**src/rtl/uart_tx_feeder.sv**
```systemverilog
// uart_tx_feeder: byte FIFO that feeds a UART transmitter via a start/done handshake.
// Optional macro UART_TX_FEEDER_RETRY_EN resends a failed byte up to 3 times before flagging an error.
module uart_tx_feeder #(
   parameter int DEPTH = 16,
   parameter int AW = 4
) (
   input  logic clk,
   input  logic rst,
   input  logic wr_en,
   input  logic [7:0] wr_data,
   output logic full,
   output logic empty,
   output logic [AW:0] count,
   output logic overflow,
   output logic tx_start,
   output logic [7:0] tx_data,
   input  logic tx_done,
   input  logic tx_err,
   output logic err_flag
);
   typedef enum logic [1:0] {IDLE, LOAD, SEND, GAP} state_t;
   state_t state;
   logic [7:0] mem [DEPTH];
   logic [AW-1:0] wr_ptr;
   logic [AW-1:0] rd_ptr;
   logic done_q;
   logic done_rise;
   logic push;
   logic pop;
`ifdef UART_TX_FEEDER_RETRY_EN
   logic [1:0] retry_cnt;
   logic resend;
`endif
   assign full = count == (AW+1)'(DEPTH);
   assign empty = count == '0;
   assign push = wr_en && !full;
   assign pop = state == LOAD;
   assign done_rise = tx_done && !done_q;
   // storage array; contents are left untouched by reset
   always_ff @(posedge clk) begin
      if (push) mem[wr_ptr] <= wr_data;
   end
   // circular pointers, occupancy and sticky overflow (full is judged before the edge)
   always_ff @(posedge clk or negedge rst) begin
      if (!rst) begin
         wr_ptr <= '0;
         rd_ptr <= '0;
         count <= '0;
         overflow <= 1'b0;
      end else begin
         if (push) wr_ptr <= wr_ptr + 1'b1;
         if (pop) rd_ptr <= rd_ptr + 1'b1;
         count <= count + (AW+1)'(push) - (AW+1)'(pop);
         if (wr_en && full) overflow <= 1'b1;
      end
   end
   // sequencer: IDLE -> LOAD (pop head) -> SEND (hold start until done edge) -> GAP
   always_ff @(posedge clk or negedge rst) begin
      if (!rst) begin
         state <= IDLE;
         tx_start <= 1'b0;
         tx_data <= 8'h00;
         err_flag <= 1'b0;
         done_q <= 1'b0;
`ifdef UART_TX_FEEDER_RETRY_EN
         retry_cnt <= 2'd0;
         resend <= 1'b0;
`endif
      end else begin
         done_q <= tx_done;
         case (state)
            IDLE: if (!empty) state <= LOAD;
            LOAD: begin
               tx_data <= mem[rd_ptr];
               tx_start <= 1'b1;
               state <= SEND;
`ifdef UART_TX_FEEDER_RETRY_EN
               retry_cnt <= 2'd0;
`endif
            end
            SEND: if (done_rise) begin
               tx_start <= 1'b0;
               state <= GAP;
`ifdef UART_TX_FEEDER_RETRY_EN
               resend <= tx_err && retry_cnt != 2'd3;
               if (tx_err && retry_cnt != 2'd3) retry_cnt <= retry_cnt + 2'd1;
               if (tx_err && retry_cnt == 2'd3) err_flag <= 1'b1;
`else
               if (tx_err) err_flag <= 1'b1;
`endif
            end
            GAP: begin
`ifdef UART_TX_FEEDER_RETRY_EN
               state <= resend ? SEND : IDLE;
               tx_start <= resend;
`else
               state <= IDLE;
`endif
            end
            default: state <= IDLE;
         endcase
      end
   end
endmodule
```
**config.mk**
```make
export PLATFORM = sky130hd
export DESIGN_NAME = uart_tx_feeder
export DESIGN_NICKNAME = d
export VERILOG_FILES = /design/src/rtl/uart_tx_feeder.sv
export SDC_FILE = /design/constraint.sdc
export NUM_CORES = 1
export LEC_CHECK = 0
export ABC_AREA = 0
export CORE_MARGIN = 2
export CORE_UTILIZATION = 30
export DETAILED_ROUTE_END_ITERATION = 7
export PLACE_DENSITY = 0.47
export SLEW_MARGIN = 5
export SYNTH_ARGS = -nofsm -noshare
export SYNTH_HDL_FRONTEND = slang
export SYNTH_SLANG_ARGS = --single-unit
```
**constraint.sdc**
```tcl
create_clock -name clk -period 2.45 [get_ports clk]
set_clock_uncertainty 0.15 [all_clocks]
set_input_delay 0.735 -clock clk [delete_from_list [all_inputs] [get_ports clk]]
set_output_delay 0.735 -clock clk [all_outputs]
set_load 0.01 [all_outputs]
```
## Word level (Yosys, flattened, before mapping)

Memories as Yosys holds them, arrays and structs flattened. A register that Yosys moved wholly into a read port is not among the register bits.
Index checks and enable logic that the tools add are counted.

- Memory bits (writable): 128
- Memories: 1
- Input port bits: 13
- Bits in registers: 19

- Reduce and logical (&&, ||, !) cells: 12
- Eq/ne operators: 6
- Mux-type cells: 7
- $add $sub $neg: 4

Memories:

| name | words | width | rd ports | clocked after memory_dff | wr ports | RTL line | RTL |
|---|---|---|---|---|---|---|---|
| mem | 16 | 8 | 1 | 1 | 1 | 23 | `logic [7:0] mem [DEPTH];` |

Operator list:

| operator | number |
|---|---|
| adder 4 x 1 -> 4 bit, second input constant | 2 |
| one-hot mux 2 bit (4 select lines) | 1 |
| adder 5 x 1 -> 5 bit | 1 |
| equality test 5 bit, second input constant | 1 |
| logical NOT 5 bit | 1 |
| subtractor 5 x 1 -> 5 bit | 1 |
| equality test 2 bit, second input constant | 2 |
| two-way mux 2 bit | 2 |
| != test 2 bit, second input constant | 2 |
| AND reduction 2 bit | 2 |
| logical AND 1 bit | 3 |
| logical NOT 1 bit | 3 |
| two-way mux 1 bit | 3 |
| AND reduction 3 bit | 1 |
| equality test 2 x 1 -> 1 bit, second input constant | 1 |
| logical NOT 2 bit | 1 |
| one-hot mux 1 bit (2 select lines) | 1 |
| nonzero test 2 bit | 1 |

## Longest topological paths before layout

Gate-level depths: netlist of run 1.

- Depth after elaboration: 5
- Gate-level depth with buffers: 12
- Gate-level depth less buffers: 11

## Least setup slack after synthesis of run 1

Ideal clock, no wire load.

- Kind: register to register
- Start: register count[2]
- End: register count[4]
- Path buffers: 1
- Path slack: -169 ps
- Arrival time: 2345 ps
- Cell stages (with the launch flop): 13
- Required time: 2176 ps
- Path through: dfrtp_1 -> inv_1 -> ha_1 -> nand4bb_1 -> clkbuf_1 -> nand2_1 -> ha_1 -> inv_1 -> ha_1 -> fa_1 -> a21oi_1 -> o21bai_1 -> xnor2_1

- Word-level cells in the longest chain between the ends: 5

RTL lines:

| item | RTL line | RTL |
|---|---|---|
| start, declared | 13 | `output logic [AW:0] count,` |
| start signal, assigned | 53 | `count <= count + (AW+1)'(push) - (AW+1)'(pop);` |
| equality test 5 bit | 34 | `assign full = count == (AW+1)'(DEPTH);` |
| logical NOT 1 bit | 36 | `assign push = wr_en && !full;` |
| logical AND 1 bit | 36 |  |
| adder 5 x 1 -> 5 bit * | 53 |  |
| subtractor 5 x 1 -> 5 bit * | 53 |  |

Every way passes the cells marked *; elsewhere a longest branch is shown, timed or not.
A chain may end at the register's enable or synchronous reset.

## Worst setup path in the final report of run 1

Ends and elaborated chain as after synthesis.

==> results.cfg, run 1 <==
[worst_setup_path]
setup.worst_path.start_class = register
timing.critical_path.arrival_ps = 2550
worst_setup_path_end_kind = register
path_class = reg -> reg
critPathBufInv = 3
crit_fanout = 2
worst_path_max_delay_cell = sky130_fd_sc_hd__dfrtp_1
cp_slowest_stage_delay_ps = 350
worstPathCellList = inv_1 > ha_2 > nand4bb_1 > buf_4 > nand2_2 > ha_1 > inv_1 > ha_2 > fa_2 > a21oi_2 > o21bai_1 > xnor2_1
worst_ep_required_time_ps = 2600
critical_path.top_delay_family = adder cells

[global_routing]
grt_usage_pct = 12.6
grt_max_degree = 35
grt.overflow.total = 0
first_global_vias = 3310
grt_pass1_wl_um = 20000
antenna_found_initial = 0

[die]
top_level_ports = 31
floorplan.die.height_um = 149
floorplan.initialDensity_pct = 30.3
design.core.area_um2 = 20800
fp.dieArea_um2 = 22200
row_count = 53
floorplan.die.width_um = 149

[routing]
detailedRoute.firstIterationViolations = 271
drt-wirelength-per-cell_um = 19.2
drt_drc_violations_left = 0
postRouteWirelength_um = 13100
detail_route.first_pass.iterations = 4
dr_total_vias = 3144
ant_nets = 0
routed_via_count_divided_by_cell_count = 4.63

[synthesis]
synthesis.area_per_instance_um2 = 19.6
syn-cell-area_um2 = 6310
synth-edff-count = 128
postSynthRegisterBits = 155
synth_sequential_area_ratio_pct = 71.7
count_of_mapped_cells_out_of_synthesis = 322
synth_fp_nets = 351
asyncSetResetFlopFracSynth_pct = 17.4
yosys.cell_types.count = 38
yosys_most_used_dff = sky130_fd_sc_hd__edfxtp_1
yosysWarningCount = 0

[sta]
hold-worst-slack_ps = 320
finalCritPeriodShare_pct = 98.0
min_clock_period_post_route_ps = 2400
final_max_slew_viol_count = 0
max_slew_headroom_at_the_worst_pin_pct = 60.5
timing_worst_slew_pin_value_ps = 591
rsz0062_at_grt = yes
timing.final.hold_violations = 0
setup_viol = 0
achievable-frequency_mhz = 417

[power_and_ir_drop]
power_leakage_nw = 2.74
p_total_w = 0.00916
max_rail_drop_vdd_v = 0.000435
power-per-cell-area_nw_per_um2 = 1190

[final_layout]
multi_input_combinational_cell_area_um2 = 1640
final_core_utilization_pct = 37.1
drive_above_1_share_pct = 25.5
final.fill_count = 1976
final_nets = 420
flow.area_growth_from_synthesis_pct = 22.5
n_antenna_cell = 0
layout.cell_area.non_filler_um2 = 7720
register_area_um2 = 4520

[placed_design]
port_buffers = 30
globalplace.congestion = 0.702
detailedPlacementHpwl_um = 8290
post_dp_cell_area_um2 = 7100

[job]
timing.max_cap.violations = 0

[clock_network]
cts_tree = done
insertion_delay_ps = 420
cts.htree.levels = 4
worst_setup_hold_path_clk_slew_ps = 60
number_of_sinks_handled_by_clock_tree_synthesis = 155
clock_tree.buffer_depth = 2
clk_root_buffer_cell = sky130_fd_sc_hd__clkbuf_16
numCtsBuffers = 17

[status]
run_status = finished, final reports clean

[hold_path]
min-delay-path-class = reg -> reg
area by class of cell:
cell class,instances,share of cell area [%]
clock buffers,17,5.51
inverters,10,0.486
multi-input cells,140,21.2
repair buffers,67,7.71
well taps,275,4.45
flip-flops and latches,155,58.5
clock inverters,15,2.12
metrics by stage:
stage,TNS [ps],setup WS (ps),instances
after floorplan,0,18.2,322
after global placement,-847,-332,644
after detailed placement,-1040,-394,644
after CTS,0,12.9,679
after global routing,-51.7,-51.7,679
final,0,50.1,679
cell usage in the layout, fill, tap and decap left out, drive strengths merged, types with 3 or more instances in the layout:
| cell | count |
|---|---|
| dfrtp | 27 |
| clkbuf | 18 |
| nor2 | 21 |
| inv | 16 |
| ha | 15 |
| clkinvlp | 3 |
| edfxtp | 128 |
| nand3 | 5 |
| nor3 | 4 |
| nand2b | 4 |
| a221oi | 8 |
| a21oi | 4 |
| xnor2 | 6 |
| mux2 | 3 |
| o22ai | 8 |
| nand2 | 5 |
| clkdlybuf4s50 | 27 |
| mux4 | 32 |
| clkinv | 4 |
| xor2 | 4 |
| buf | 38 |
| mux2i | 8 |
synth_stat cells, types with 6 or more instances:
cell type,instances,area share (%)
sky130_fd_sc_hd__dfrtp_1,27,11
sky130_fd_sc_hd__edfxtp_1,128,61
sky130_fd_sc_hd__ha_1,15,3.0
sky130_fd_sc_hd__inv_1,9,0.54
sky130_fd_sc_hd__mux2i_1,8,1.3
sky130_fd_sc_hd__mux4_1,13,5.4
sky130_fd_sc_hd__mux4_2,19,6.8
sky130_fd_sc_hd__nor2_1,21,1.2
sky130_fd_sc_hd__o22ai_1,8,0.79
sky130_fd_sc_hd__xnor2_1,6,0.83
routing by layer:
layer / track usage [%] / vias up / part of all wire, %
met5: 0 / - / 0
met4: 4.29 / 0 / 0.97
met3: 3.43 / 7 / 3.9
met2: 20.9 / 59 / 50
met1: 16.1 / 1656 / 45
li1: - / 1422 / -
final timing paths:
| path | start | to | cells past startpoint | slack, ps |
|---|---|---|---|---|
| min | overflow | overflow | 1 | 320 |
| max reg2reg | count[2] | count[4] | 12 | 50 |
| min reg2reg | overflow | overflow | 1 | 320 |
| min in group asynchronous | rst | wr_ptr[2] | 2 | 570 |
| max | count[2] | count[4] | 12 | 50 |
| max in group asynchronous | rst | tx_data[0] | 2 | 1290 |
report_power, final:
group	internal, W	switching [W]
Clock	0.00152	0.00109
Sequential	0.00331	0.000258
Combinational	0.00148	0.00150
Total	0.00631	0.00285
sequential cells by signal (all words and copies together), names as in the netlist:
| name | flops |
|---|---|
| mem | 128 |
| err_flag | 1 |
| state | 2 |
| tx_start | 1 |
| rd_ptr | 4 |
| wr_ptr | 4 |
| done_q | 1 |
| overflow | 1 |
| count | 5 |
| tx_data | 8 |
kinds of logic after synthesis:
family                     synth area share [%]
DFF                                        71.7
and+or+nand+nor                            3.47
muxes                                      14.0
buffers and inverters                      2.74
AOI/OAI and AO/OA                          3.45
adders and majority gates                  3.29
xor gates and xnor gates                   1.39
what timing repair did:
action / in CTS / in global routing
endpoints found under the setup margin: 3 / 3
hold buffers: 0 / 0
pin swaps: 1 / 2
gates resized for setup: 10 / 2
setup buffers: 3 / 0
Power figures use the tool's default switching activity.
==> inputs of run 2 (changes only) <==
==> constraint.sdc (replaced) <==
create_clock -name clk -period 2.45 [get_ports clk]
set_clock_uncertainty 0.15 [all_clocks]
set_input_delay 0.3675 -clock clk [delete_from_list [all_inputs] [get_ports clk]]
set_output_delay 0.3675 -clock clk [all_outputs]
set_load 0.01 [all_outputs]
==> results.cfg, run 2 (synthesis results as in run 1) <==
[status]
run_status = finished, final reports clean

[clock_network]
numCtsBuffers = 17
cts_tree = done
cts.htree.levels = 4
worst_setup_hold_path_clk_slew_ps = 60
clk_root_buffer_cell = sky130_fd_sc_hd__clkbuf_16
insertion_delay_ps = 420
number_of_sinks_handled_by_clock_tree_synthesis = 155
clock_tree.buffer_depth = 2

[die]
row_count = 53
floorplan.initialDensity_pct = 30.3
top_level_ports = 31
fp.dieArea_um2 = 22200
floorplan.die.height_um = 149
floorplan.die.width_um = 149
design.core.area_um2 = 20800

[final_layout]
drive_above_1_share_pct = 23.4
most_common_cell_after_layout_fill_and_taps_aside = sky130_fd_sc_hd__edfxtp_1
top_registers = mem (128), tx_data (8), count (5)
final_cell_mix = sky130_fd_sc_hd__edfxtp_1, sky130_fd_sc_hd__clkdlybuf4s50_1, sky130_fd_sc_hd__dfrtp_1, sky130_fd_sc_hd__buf_4, sky130_fd_sc_hd__nor2_1
final.fill_count = 1973
largest_register_ffs = 128
layoutNonFillerInstCount = 672
top_register = mem
flow.area_growth_from_synthesis_pct = 21.8
n_antenna_cell = 0
final_nets = 413

[global_routing]
grt_usage_pct = 12.9
grt_pass1_wl_um = 20100
grt_max_degree = 35
antenna_found_initial = 0
first_global_vias = 3295
grt.overflow.total = 0

[worst_setup_path]
r2r-start = count[3]
setup.worst_path.start_class = register
crit_fanout = 3
worst_setup_path_end_kind = register
timing.reg2reg.worst_path_depth = 11
timing.critical_path.arrival_ps = 2480
path_class = reg -> reg
startpoint = count[3]
setup.reg_to_reg.worst_slack_ps = 120
worst_ep_required_time_ps = 2600

[routing]
drt-wirelength-per-cell_um = 19.5
drt_drc_violations_left = 0
detailedRoute.firstIterationViolations = 195
postRouteWirelength_um = 13100
detail_route.first_pass.iterations = 4
dr_total_vias = 3115
ant_nets = 0
routed_via_count_divided_by_cell_count = 4.64

[sta]
hold-worst-slack_ps = 204
final_max_slew_viol_count = 0
timing_worst_slew_pin_value_ps = 601
timing.final.hold_violations = 0
max_slew_headroom_at_the_worst_pin_pct = 59.8
achievable-frequency_mhz = 430
final.setup.tns_ps = 0
min_clock_period_post_route_ps = 2330
finalCritPeriodShare_pct = 95.0
setup_viol = 0

[power_and_ir_drop]
comb_power_share_pct = 32.5
power_leakage_nw = 2.71
p_sw_w = 0.00285
switching_portion_of_total_power_pct = 31.2
power_report.internal_total_w = 0.00627
seqPwrFrac_pct = 39.3
clock_power_share_pct = 28.2
max_rail_drop_vdd_v = 0.000451
power-per-cell-area_nw_per_um2 = 1190

[placed_design]
placedCellCount = 636
detailedPlacementHpwl_um = 8180
globalplace.congestion = 0.720
port_buffers = 30

[job]
timing.max_cap.violations = 0

[hold_path]
min-delay-path-class = in -> async
run 2: cell count changes in the layout (fill, tap and decap cells not counted), sizes merged:
cell	previous run	this run
clkinvlp	3	1
bufinv	2	1
clkbuf	18	19
buf	38	30
dlymetal6s2s	1	0
clkinv	4	6
inv	16	15
clkdlybuf4s50	27	28
dlygate4sd2	0	2
run 2: critical path: stages, from the launching register on:
cell	delay (ps)
sky130_fd_sc_hd__dfrtp_1	370
sky130_fd_sc_hd__inv_1	70
sky130_fd_sc_hd__ha_1	190
sky130_fd_sc_hd__nand4bb_1	140
sky130_fd_sc_hd__nand2_2	80
sky130_fd_sc_hd__ha_1	270
sky130_fd_sc_hd__inv_1	40
sky130_fd_sc_hd__ha_2	180
sky130_fd_sc_hd__fa_2	380
sky130_fd_sc_hd__a21oi_2	140
sky130_fd_sc_hd__o21bai_1	80
sky130_fd_sc_hd__xnor2_1	130
run 2: power by group through the flow:
stage	Clock, W	Sequential, W	Combinational (W)
floorplan	0	0.00359	0.00199
global placement	0	0.00361	0.00291
detailed placement	0	0.00363	0.00294
CTS	0.00263	0.00359	0.00296
global route	0.00273	0.00363	0.00327
finish	0.00257	0.00358	0.00297
run 2: area by class of cell:
class                           count  area, um2  area share [%]
Clock buffer                       19        453            5.90
Clock inverter                     13        133            1.73
Inverter                           10       37.5           0.489
Multi-Input combinational cell    140       1640            21.3
Sequential cell                   155       4520            58.8
Tap cell                          275        344            4.48
Timing Repair Buffer               60        561            7.30
run 2: layer usage:
layer	routed length (um)	GRT usage, %	vias up
met5	0	0	-
met4	144	4.29	0
li1	-	-	1414
met1	6060	16.8	1650
met2	6510	20.7	43
met3	411	3.88	8
run 2: path summary, 6_finish.rpt:
| kind | end |
|---|---|
| worst max-delay path | count[4] |
| worst min-delay path | tx_start |
| worst max register to register | count[4] |
| worst min register to register | overflow |
| max in group asynchronous | wr_ptr[0] |
| min in group clk | done_q |
run 2: what timing repair did:
| action | CTS | global route |
|---|---|---|
| hold buffers | 0 | 0 |
| gates resized for setup | 3 | 2 |
| setup endpoints to repair | 2 | 1 |
| setup buffers | 0 | 4 |
| pin swaps | 0 | 3 |
run 2: metrics by stage:
step / instance area [um2] / util (%) / setup slack (ps) / total power [W]
after global placement: 7050 / 33.9 / 40.4 / 0.00653
final: 7680 / 36.9 / 122 / 0.00911
after global routing: 7680 / 36.9 / -6.87 / 0.00964
after CTS: 7650 / 36.7 / 53.1 / 0.00918
after detailed placement: 7050 / 33.9 / -2.05 / 0.00657
after floorplan: 6320 / - / 18.2 / 0.00558
==> inputs of run 3 (changes only) <==
--- a/config.mk
+++ b/config.mk
@@ -6,6 +6,7 @@
 export NUM_CORES = 1
 export LEC_CHECK = 0
 export ABC_AREA = 0
+export ABC_CLOCK_PERIOD_IN_PS = 2450
 export CORE_MARGIN = 2
 export CORE_UTILIZATION = 30
 export DETAILED_ROUTE_END_ITERATION = 7
==> constraint.sdc (replaced) <==
create_clock -name clk -period 2.45 [get_ports clk]
set_clock_uncertainty 0.15 [all_clocks]
set_input_delay 0.6125 -clock clk [delete_from_list [all_inputs] [get_ports clk]]
set_output_delay 0.6125 -clock clk [all_outputs]
set_load 0.05 [all_outputs]
==> results.cfg, run 3 (synthesis results as in run 1) <==
[status]
run_status = finished, final reports clean

[global_routing]
first_global_vias = 3392
grt_max_degree = 35
grt.overflow.total = 0
grt_pass1_wl_um = 20500
grt_usage_pct = 13.1
antenna_found_initial = 0

[clock_network]
clk_root_buffer_cell = sky130_fd_sc_hd__clkbuf_16
insertion_delay_ps = 420
worst_setup_hold_path_clk_slew_ps = 60
number_of_sinks_handled_by_clock_tree_synthesis = 155
cts_hold_buffers = 0
cts_tree = done
clock_tree.buffer_depth = 2
cts.htree.levels = 4
numCtsBuffers = 17

[sta]
setup_slack_ps = 81.6
finalCritPeriodShare_pct = 96.7
timing_worst_slew_pin_value_ps = 625
min_clock_period_post_route_ps = 2370
max_slew_headroom_at_the_worst_pin_pct = 58.2
rsz0062_at_grt = no
timing.final.hold_violations = 0
setup_viol = 0
achievable-frequency_mhz = 422
final_max_slew_viol_count = 0

[die]
design.core.area_um2 = 20800
floorplan.initialDensity_pct = 30.3
fp.dieArea_um2 = 22200
row_count = 53
top_level_ports = 31
floorplan.die.height_um = 149
floorplan.die.width_um = 149

[final_layout]
top_registers = mem (128), tx_data (8), count (5)
drive_above_1_share_pct = 24.9
final.fill_count = 1970
n_antenna_cell = 0
most_common_cell_after_layout_fill_and_taps_aside = sky130_fd_sc_hd__edfxtp_1
top_register = mem
largest_register_ffs = 128
final_cell_mix = sky130_fd_sc_hd__edfxtp_1, sky130_fd_sc_hd__buf_4, sky130_fd_sc_hd__dfrtp_1
final_nets = 417
flow.area_growth_from_synthesis_pct = 21.9
final_core_utilization_pct = 36.9

[power_and_ir_drop]
seqPwrFrac_pct = 38.3
switching_portion_of_total_power_pct = 35.0
power_leakage_nw = 2.71
power-per-cell-area_nw_per_um2 = 1220
p_sw_w = 0.00327
power_report.internal_total_w = 0.00608
comb_power_share_pct = 36.1
max_rail_drop_vdd_v = 0.000537
clock_power_share_pct = 25.6

[routing]
ant_nets = 0
detailedRoute.firstIterationViolations = 183
drt-wirelength-per-cell_um = 19.8
postRouteWirelength_um = 13400
routed_via_count_divided_by_cell_count = 4.66
drt_drc_violations_left = 0
dr_total_vias = 3153
detail_route.first_pass.iterations = 4

[job]
timing.max_cap.violations = 0

[worst_setup_path]
timing.critical_path.arrival_ps = 1610
critical_path.top_delay_family = buffers and inverters
worst_ep_required_time_ps = 1690
worst_path_max_delay_cell = sky130_fd_sc_hd__clkdlybuf4s50_1
setup.worst_path.start_class = register
worst_setup_path_end_kind = primary output
worstPathCellList = clkdlybuf4s50_1
path_class = reg -> out
cp_slowest_stage_delay_ps = 810
crit_fanout = 3
critPathBufInv = 1

[placed_design]
port_buffers = 30
detailedPlacementHpwl_um = 8670
globalplace.congestion = 0.687
placement.setup.worst_slack_ps = -278

[hold_path]
min-delay-path-class = reg -> reg
run 3: cell type report:
type,count,area (um2),share of cell area (%)
Clock buffer,20,437,5.68
Multi-Input combinational cell,140,1640,21.3
Sequential cell,155,4520,58.8
Timing Repair Buffer,64,603,7.85
Tap cell,275,344,4.48
Clock inverter,12,106,1.38
Inverter,10,40.0,0.521
run 3: metrics by stage:
step	hold slack [ps]	power (W)	instance area [um2]	std cells	TNS, ps
finish	314	0.00935	7690	676	0
global route	347	0.00988	7690	676	0
CTS	322	0.00949	7660	674	0
detailed placement	307	0.00705	7100	641	-438
global placement	297	0.00698	7100	641	-438
floorplan	167	0.00600	6320	322	-436
run 3: power by group through the flow:
stage	Clock (W)	Sequential (W)	Combinational, W
detailed placement	0	0.00363	0.00342
CTS	0.00248	0.00358	0.00343
finish	0.00240	0.00358	0.00337
global placement	0	0.00360	0.00337
floorplan	0	0.00399	0.00201
global route	0.00259	0.00363	0.00367
run 3: metal layers:
| layer | vias up | global-route usage, % | routed length (um) |
|---|---|---|---|
| met5 | - | 0 | 0 |
| met3 | 16 | 2.91 | 533 |
| met4 | 0 | 5.81 | 216 |
| met1 | 1650 | 16.7 | 5850 |
| met2 | 61 | 21.6 | 6820 |
| li1 | 1426 | - | - |
run 3: worst reg2reg max path: stages (launching register included):
cell	delay [ps]
sky130_fd_sc_hd__dfrtp_2	380
sky130_fd_sc_hd__inv_2	50
sky130_fd_sc_hd__ha_2	180
sky130_fd_sc_hd__nand4bb_1	150
sky130_fd_sc_hd__nand2_2	80
sky130_fd_sc_hd__ha_1	270
sky130_fd_sc_hd__inv_1	40
sky130_fd_sc_hd__ha_1	200
sky130_fd_sc_hd__fa_2	350
sky130_fd_sc_hd__a21oi_2	150
sky130_fd_sc_hd__o21bai_1	80
sky130_fd_sc_hd__xnor2_1	120
run 3: path summary, 6_finish.rpt:
kind / slack (ps) / to / cells after the start / start
worst max-delay path: 80 / count[3] / 1 / count[3]
worst min-delay path: 310 / overflow / 1 / overflow
worst max register to register: 150 / count[4] / 11 / count[2]
worst min register to register: 310 / overflow / 1 / overflow
max in group asynchronous: 1420 / count[2] / 2 / rst
min in group asynchronous: 430 / overflow / 2 / rst
run 3: timing repair:
item                                    in CTS  in global routing
endpoints found under the setup margin       5                  5
gates resized for setup                      5                  7
setup buffers                                1                  2
pin swaps                                    0                  0
